### src/rtl/megarom_mapper_engine.sv
`default_nettype none
// ============================================================================
// Module   : megarom_mapper_engine
// Brief    : Runtime-selectable MSX MegaROM mapper (ASCII8/16, Konami, SCC,
//            plain 32 KB) with req/ack memory port and bus wait generation.
// Revision : 1.0 - initial release
// ============================================================================
module megarom_mapper_engine #(
    parameter int ADDR_BIT_WIDTH = 24,
    parameter int BANK_BITS      = 8
) (
    input  logic                        CLK,
    input  logic                        RESET_n,
    input  logic                        BUS_RESET_n,
    input  logic [2:0]                  MODE,
    input  logic [ADDR_BIT_WIDTH-1:0]   MEM_TOP,
    input  logic [BANK_BITS-1:0]        ROM_MASK,
    input  logic                        SRAM_EN,
    input  logic [ADDR_BIT_WIDTH-1:0]   SRAM_TOP,
    input  logic                        SLTSL_n,
    input  logic                        MERQ_n,
    input  logic                        RD_n,
    input  logic                        WR_n,
    input  logic [15:0]                 ADDR,
    input  logic [7:0]                  DIN,
    output logic [7:0]                  DOUT,
    output logic                        BUSDIR_n,
    output logic                        WAIT_n,
    output logic                        MEM_REQ,
    output logic                        MEM_WE,
    output logic [ADDR_BIT_WIDTH-1:0]   MEM_ADDR,
    output logic [7:0]                  MEM_DIN,
    input  logic                        MEM_ACK,
    input  logic [7:0]                  MEM_DOUT,
    output logic [4*BANK_BITS-1:0]      BANK
);

    localparam logic [2:0] c_ASCII8  = 3'd0;
    localparam logic [2:0] c_ASCII16 = 3'd1;
    localparam logic [2:0] c_KONAMI  = 3'd2;
    localparam logic [2:0] c_SCC     = 3'd3;
    localparam logic [2:0] c_PLAIN   = 3'd4;

    typedef enum logic [1:0] {
        S_IDLE = 2'd0,
        S_REQ  = 2'd1,
        S_HOLD = 2'd2
    } state_t;

    state_t                      r_state;
    state_t                      w_state_nxt;
    logic                        r_rd_s, r_rd_p, r_wr_s, r_wr_p;
    logic [15:0]                 r_addr;
    logic [7:0]                  r_din;
    logic [7:0]                  r_dout;
    logic                        r_is_rd;
    logic                        r_abort;
    logic [BANK_BITS-1:0]        r_bank [0:3];

    logic                        w_rd, w_wr;
    logic                        w_rd_edge, w_wr_edge;
    logic [2:0]                  w_mode;
    logic                        w_in_window;
    logic                        w_bank_we;
    logic [1:0]                  w_bank_idx;
    logic [BANK_BITS-1:0]        w_bank_val;
    logic [1:0]                  w_rd_idx;
    logic [BANK_BITS-1:0]        w_sel_bank;
    logic                        w_sram_sel;
    logic                        w_sram_wr;
    logic                        w_start;
    logic                        w_live;
    logic [ADDR_BIT_WIDTH-1:0]   w_rom_off;
    logic [ADDR_BIT_WIDTH-1:0]   w_mem_addr;

    assign w_rd = ~SLTSL_n & ~MERQ_n & ~RD_n;
    assign w_wr = ~SLTSL_n & ~MERQ_n & ~WR_n;

    // Strobes, address and data share one sampling stage so decode stays coherent
    always_ff @(posedge CLK or negedge RESET_n) begin
        if (!RESET_n) begin
            r_rd_s <= 1'b0;
            r_rd_p <= 1'b0;
            r_wr_s <= 1'b0;
            r_wr_p <= 1'b0;
            r_addr <= '0;
            r_din  <= '0;
        end else begin
            r_rd_s <= w_rd;
            r_rd_p <= r_rd_s;
            r_wr_s <= w_wr;
            r_wr_p <= r_wr_s;
            r_addr <= ADDR;
            r_din  <= DIN;
        end
    end

    assign w_rd_edge   = r_rd_s & ~r_rd_p;
    assign w_wr_edge   = r_wr_s & ~r_wr_p;
    assign w_mode      = (MODE > c_PLAIN) ? c_PLAIN : MODE;
    assign w_in_window = (r_addr[15:14] == 2'b01) || (r_addr[15:14] == 2'b10);

    always_comb begin
        w_bank_we  = 1'b0;
        w_bank_idx = 2'd0;
        if (w_wr_edge && BUS_RESET_n) begin
            case (w_mode)
                c_ASCII8: begin
                    if (r_addr[15:13] == 3'b011) begin
                        w_bank_we  = 1'b1;
                        w_bank_idx = r_addr[12:11];
                    end
                end
                c_ASCII16: begin
                    if (r_addr[15:11] == 5'b01100) begin
                        w_bank_we  = 1'b1;
                        w_bank_idx = 2'd0;
                    end else if (r_addr[15:11] == 5'b01110) begin
                        w_bank_we  = 1'b1;
                        w_bank_idx = 2'd1;
                    end
                end
                c_KONAMI: begin
                    if (r_addr[15:13] == 3'b011 || r_addr[15:13] == 3'b100 ||
                        r_addr[15:13] == 3'b101) begin
                        w_bank_we  = 1'b1;
                        w_bank_idx = 2'(r_addr[15:13] - 3'd2);
                    end
                end
                c_SCC: begin
                    if (r_addr[12:11] == 2'b10 && r_addr[15:13] >= 3'd2 &&
                        r_addr[15:13] <= 3'd5) begin
                        w_bank_we  = 1'b1;
                        w_bank_idx = 2'(r_addr[15:13] - 3'd2);
                    end
                end
                default: ;
            endcase
        end
    end

    // SRAM-capable ASCII8 keeps the out-of-mask bits so they can flag SRAM
    assign w_bank_val = (w_mode == c_ASCII8 && SRAM_EN) ? DIN[BANK_BITS-1:0]
                                                          : (DIN[BANK_BITS-1:0] & ROM_MASK);

    always_ff @(posedge CLK or negedge RESET_n) begin
        if (!RESET_n) begin
            for (int i = 0; i < 4; i++) r_bank[i] <= BANK_BITS'(i);
        end else if (!BUS_RESET_n) begin
            for (int i = 0; i < 4; i++) r_bank[i] <= BANK_BITS'(i);
        end else if (w_bank_we) begin
            r_bank[w_bank_idx] <= w_bank_val;
        end
    end

    assign w_rd_idx   = (w_mode == c_ASCII16) ? {1'b0, r_addr[15]} : {r_addr[15], r_addr[13]};
    assign w_sel_bank = r_bank[w_rd_idx];
    assign w_sram_sel = (w_mode == c_ASCII8) && SRAM_EN && (|(w_sel_bank & ~ROM_MASK));

    always_comb begin
        case (w_mode)
            c_ASCII16: w_rom_off = ADDR_BIT_WIDTH'({w_sel_bank, r_addr[13:0]});
            c_PLAIN:   w_rom_off = ADDR_BIT_WIDTH'({r_addr[15:14] - 2'b01, r_addr[13:0]});
            default:   w_rom_off = ADDR_BIT_WIDTH'({w_sel_bank, r_addr[12:0]});
        endcase
    end

    assign w_mem_addr = w_sram_sel ? (SRAM_TOP + ADDR_BIT_WIDTH'(r_addr[12:0]))
                                   : (MEM_TOP + w_rom_off);
    assign w_sram_wr  = w_wr_edge && w_in_window && r_addr[15] && w_sram_sel;
    assign w_start    = BUS_RESET_n && (r_state == S_IDLE) &&
                        ((w_rd_edge && w_in_window) || w_sram_wr);
    assign w_live     = BUS_RESET_n & ~r_abort;

    always_ff @(posedge CLK or negedge RESET_n) begin
        if (!RESET_n) r_state <= S_IDLE;
        else          r_state <= w_state_nxt;
    end

    always_comb begin
        w_state_nxt = r_state;
        MEM_REQ     = 1'b0;
        WAIT_n      = 1'b1;
        BUSDIR_n    = 1'b1;
        case (r_state)
            S_IDLE: begin
                if (w_start) w_state_nxt = S_REQ;
            end
            S_REQ: begin
                MEM_REQ  = 1'b1;
                WAIT_n   = ~w_live;
                BUSDIR_n = ~(w_live & r_is_rd);
                if (MEM_ACK) w_state_nxt = w_live ? S_HOLD : S_IDLE;
            end
            S_HOLD: begin
                BUSDIR_n = ~(w_live & r_is_rd);
                if (!r_rd_s && !r_wr_s) w_state_nxt = S_IDLE;
            end
            default: w_state_nxt = S_IDLE;
        endcase
    end

    // An aborted request still completes its handshake but its data is dropped
    always_ff @(posedge CLK or negedge RESET_n) begin
        if (!RESET_n) begin
            MEM_ADDR <= '0;
            MEM_WE   <= 1'b0;
            MEM_DIN  <= '0;
            r_is_rd  <= 1'b0;
            r_abort  <= 1'b0;
            r_dout   <= '0;
        end else if (w_start) begin
            MEM_ADDR <= w_mem_addr;
            MEM_WE   <= w_sram_wr;
            r_is_rd  <= ~w_sram_wr;
            r_abort  <= 1'b0;
            r_dout   <= '0;
            if (w_sram_wr) MEM_DIN <= r_din;
        end else if (r_state == S_REQ) begin
            if (!BUS_RESET_n) r_abort <= 1'b1;
            if (MEM_ACK && w_live && r_is_rd) r_dout <= MEM_DOUT;
        end
    end

    assign DOUT = BUSDIR_n ? 8'h00 : r_dout;

    for (genvar gi = 0; gi < 4; gi++) begin : g_bank_out
        assign BANK[gi*BANK_BITS +: BANK_BITS] = r_bank[gi];
    end

endmodule
`default_nettype wire

### config.mk
export PLATFORM = sky130hd
export DESIGN_NAME = megarom_mapper_engine
export DESIGN_NICKNAME = d
export VERILOG_FILES = /design/src/rtl/megarom_mapper_engine.sv
export SDC_FILE = /design/constraint.sdc
export NUM_CORES = 1
export LEC_CHECK = 0
export ABC_AREA = 1
export BUFFER_PORTS_ARGS = -buffer_cell sky130_fd_sc_hd__buf_4
export CORE_MARGIN = 3
export CORE_UTILIZATION = 58
export CTS_CLUSTER_DIAMETER = 50
export DETAILED_ROUTE_END_ITERATION = 10
export GPL_ROUTABILITY_DRIVEN = 0
export PLACE_DENSITY = 0.87
export SLEW_MARGIN = 20
export SYNTH_ARGS = -nofsm -noshare
export SYNTH_HDL_FRONTEND = slang
export SYNTH_SLANG_ARGS = --single-unit
### constraint.sdc
create_clock -name CLK -period 5.7 [get_ports CLK]
set_clock_uncertainty 0.1 [all_clocks]
set_input_delay 0.57 -clock CLK [delete_from_list [all_inputs] [get_ports CLK]]
set_output_delay 0.57 -clock CLK [all_outputs]
set_load 0.005 [all_outputs]
==> run metrics <==
status complete, no violations; largest net degree at the start of global routing 72; Critical Path AT 3.79 ns; row count 38; grt total ovfl 0; WL final 18.7 mm; first-pass GRT wire length 30.2 mm; post-route cell area 8410 um^2; most frequent cell on the critical path nand2_1; Async SR Flop Fraction 100%; worst path buffer plus inverter count 1; Slowest-stage cell, CP dfrtp_1; initial antenna violation count 0; crit path cell chain inv_1, nand4_2, nand2_2, o21ai_0, and2_1, nand2_1, o21ai_0, ha_1, nand2_1, nor4_1, nand3_1, nand3_1, nand2_1, nand2_1, xor2_1, nand2_1, a21oi_1; drt first pass iters 6; Hold Crit Class in -> async; Die X 114 um; Hold Buf Count CTS 0; critical path fanouts, max 14; per-cell routed wire length 16.2 um; diode count 0; Cells after Synth 848; leading area contributor after synthesis dfrtp_1; Tot GR Track Use 28.7%; area share of the largest cell type after synthesis 37.2%; worst skew pair latency 0.35 ns; clock slew at reported path FFs 0.08 ns; dpl cell area 8120 um^2; Mapped Nets 991; top cells by area, synth dfrtp_1 (37%), nand2_1 (8.7%), ha_1 (7.5%); fin. max-slew vios 0; IO Port Bufs 175; Worst-Margin Slew 0.876 ns; Max Root-Sink Buffers 2; CP Launch Type register; H-tree Lvls 3; Worst slew margin 41.6%; Avg Inst Size Synth 8.02 um^2; Fillers 872; worst reg2reg setup slack 2.09 ns; most common cell after layout, fill and taps aside buf_4; Worst path max stage delay 0.60 ns; nets@finish 1,156; I/O pin count 176; sequential area share after synthesis 38.7%; RSZ-0062 raised after global routing false; Sink Count 105; Power Dens Cells 270 nW/um^2; # resized after CTS 0; Area Growth Syn to Fin 23.6%; MaxCap Viol Count 0; layout cells sized above 1 22.9%; critical path's top delay family simple AND/OR/NAND/NOR gates; Core Region 11,100 um^2; number of global-route vias before repair 6,295; drc violations 0; 1st-iter DRT viols 635; YS warnings 0; synthesized flop and latch total 105; commonest non-fill, non-tap cells in the layout buf_4 (176), nand2_1 (158), dfrtp_1 (101); leakage 4.28 nW; CTS tree yes; remaining antenna violation count 0; Setup CP Type reg -> reg; min Tclk post-route 3.61 ns; final critical-path share of the clock period 63.4%; Critical path origin r_addr[15]; final setup TNS 0 ns; Die Area 13,100 um^2; Primary FF master, synth dfrtp_1; fmax 277 MHz; routed via count 6,617; EDFF count, synth 0; setup violators final 0; Power Total 0.00227 W; Num CTS Buffers 9; Setup Buffers After CTS 0; HPWL Detailed 14.7 mm; final hold violations 0; Worst Path Required 5.88 ns; worst vdd ir 0.265 mV; Vias/cell 5.71; Setup crit end kind register; synth unique cells 52; CTS Root Cell clkbuf_16; reg2reg start r_addr[15]; Die Ht 114 um; starting density of the core 61.1%; Post-Syn Area 6800 um^2
-- path summary, 6_finish.rpt --
kind	endpoint	cells after the start
worst max-delay path	MEM_ADDR[22]	17
worst min-delay path	MEM_ADDR[5]	1
worst max register to register	MEM_ADDR[22]	17
worst min register to register	r_wr_p	0
max in group asynchronous	BANK[9]	2
min in group CLK	r_addr[11]	1
-- through the flow --
step	std cells	setup WS, ns	hold WS [ns]	util, %
after floorplan	848	2.65	0.174	-
after global placement	1142	2.13	0.314	73.0
after detailed placement	1142	1.97	0.308	73.0
after CTS	1158	2.14	0.0621	75.6
after global routing	1158	1.63	0.0765	75.6
final	1158	2.09	0.0514	75.6
-- sequential cells by signal, summed over array words and instances, names as in the netlist, 2 cells and up --
signal / count
r_addr: 16
BANK: 32
MEM_ADDR: 24
r_dout: 8
MEM_DIN: 8
r_state: 2
r_din: 8
-- per-layer routing --
layer	track usage (%)	vias to the layer above	wire length [um]
li1	-	3206	-
met1	39.3	3039	7900
met2	45.6	326	8540
met3	6.92	46	1780
met4	8.47	0	514
met5	0	-	0
-- layout make-up --
type                            instances  area (um^2)  area share (%)
Multi-Input combinational cell        628         3640            43.3
Sequential cell                       105         2630            31.3
Timing Repair Buffer                  176         1320            15.7
Inverter                               93          352            4.18
Clock buffer                           11          243            2.89
Tap cell                              140          175            2.08
Clock inverter                          5         45.0           0.536
-- power breakdown --
group	switching, W	internal [W]
combinational	0.000371	0.000340
sequential	0.0000746	0.000879
clock	0.000292	0.000317
-- cell usage after synthesis (2+ instances only) --
cell type / number
a21boi_0: 3
a211oi_2: 8
o211ai_1: 15
nand4_1: 9
or2_2: 5
o21bai_1: 3
clkinv_1: 2
inv_2: 4
a21o_1: 3
buf_8: 2
nor2_1: 81
o221ai_1: 2
o21ai_1: 18
buf_2: 8
buf_6: 4
nand3_1: 55
nand3b_1: 4
o31ai_1: 6
xnor2_1: 14
xor2_1: 23
nand2_2: 7
nand2_1: 158
a31oi_1: 2
nor3_1: 6
clkbuf_1: 3
inv_1: 86
a211oi_1: 2
nor4_1: 3
buf_4: 4
o22ai_1: 17
nand2_4: 3
dfstp_2: 4
ha_1: 41
dfrtp_1: 101
fa_1: 2
o21ai_0: 61
a21oi_1: 61
nand3_2: 4
-- kinds of logic after synthesis --
kind of cell / count (synthesis) / share of synthesized area [%]
adders and majority gates: 43 / 8.13
and+or+nand+nor: 342 / 22.5
DFF: 105 / 38.7
buffers and inverters: 115 / 7.76
AOI/OAI and AO/OA: 206 / 18.1
xor gates and xnor gates: 37 / 4.76
Power figures use the tool's default switching activity.
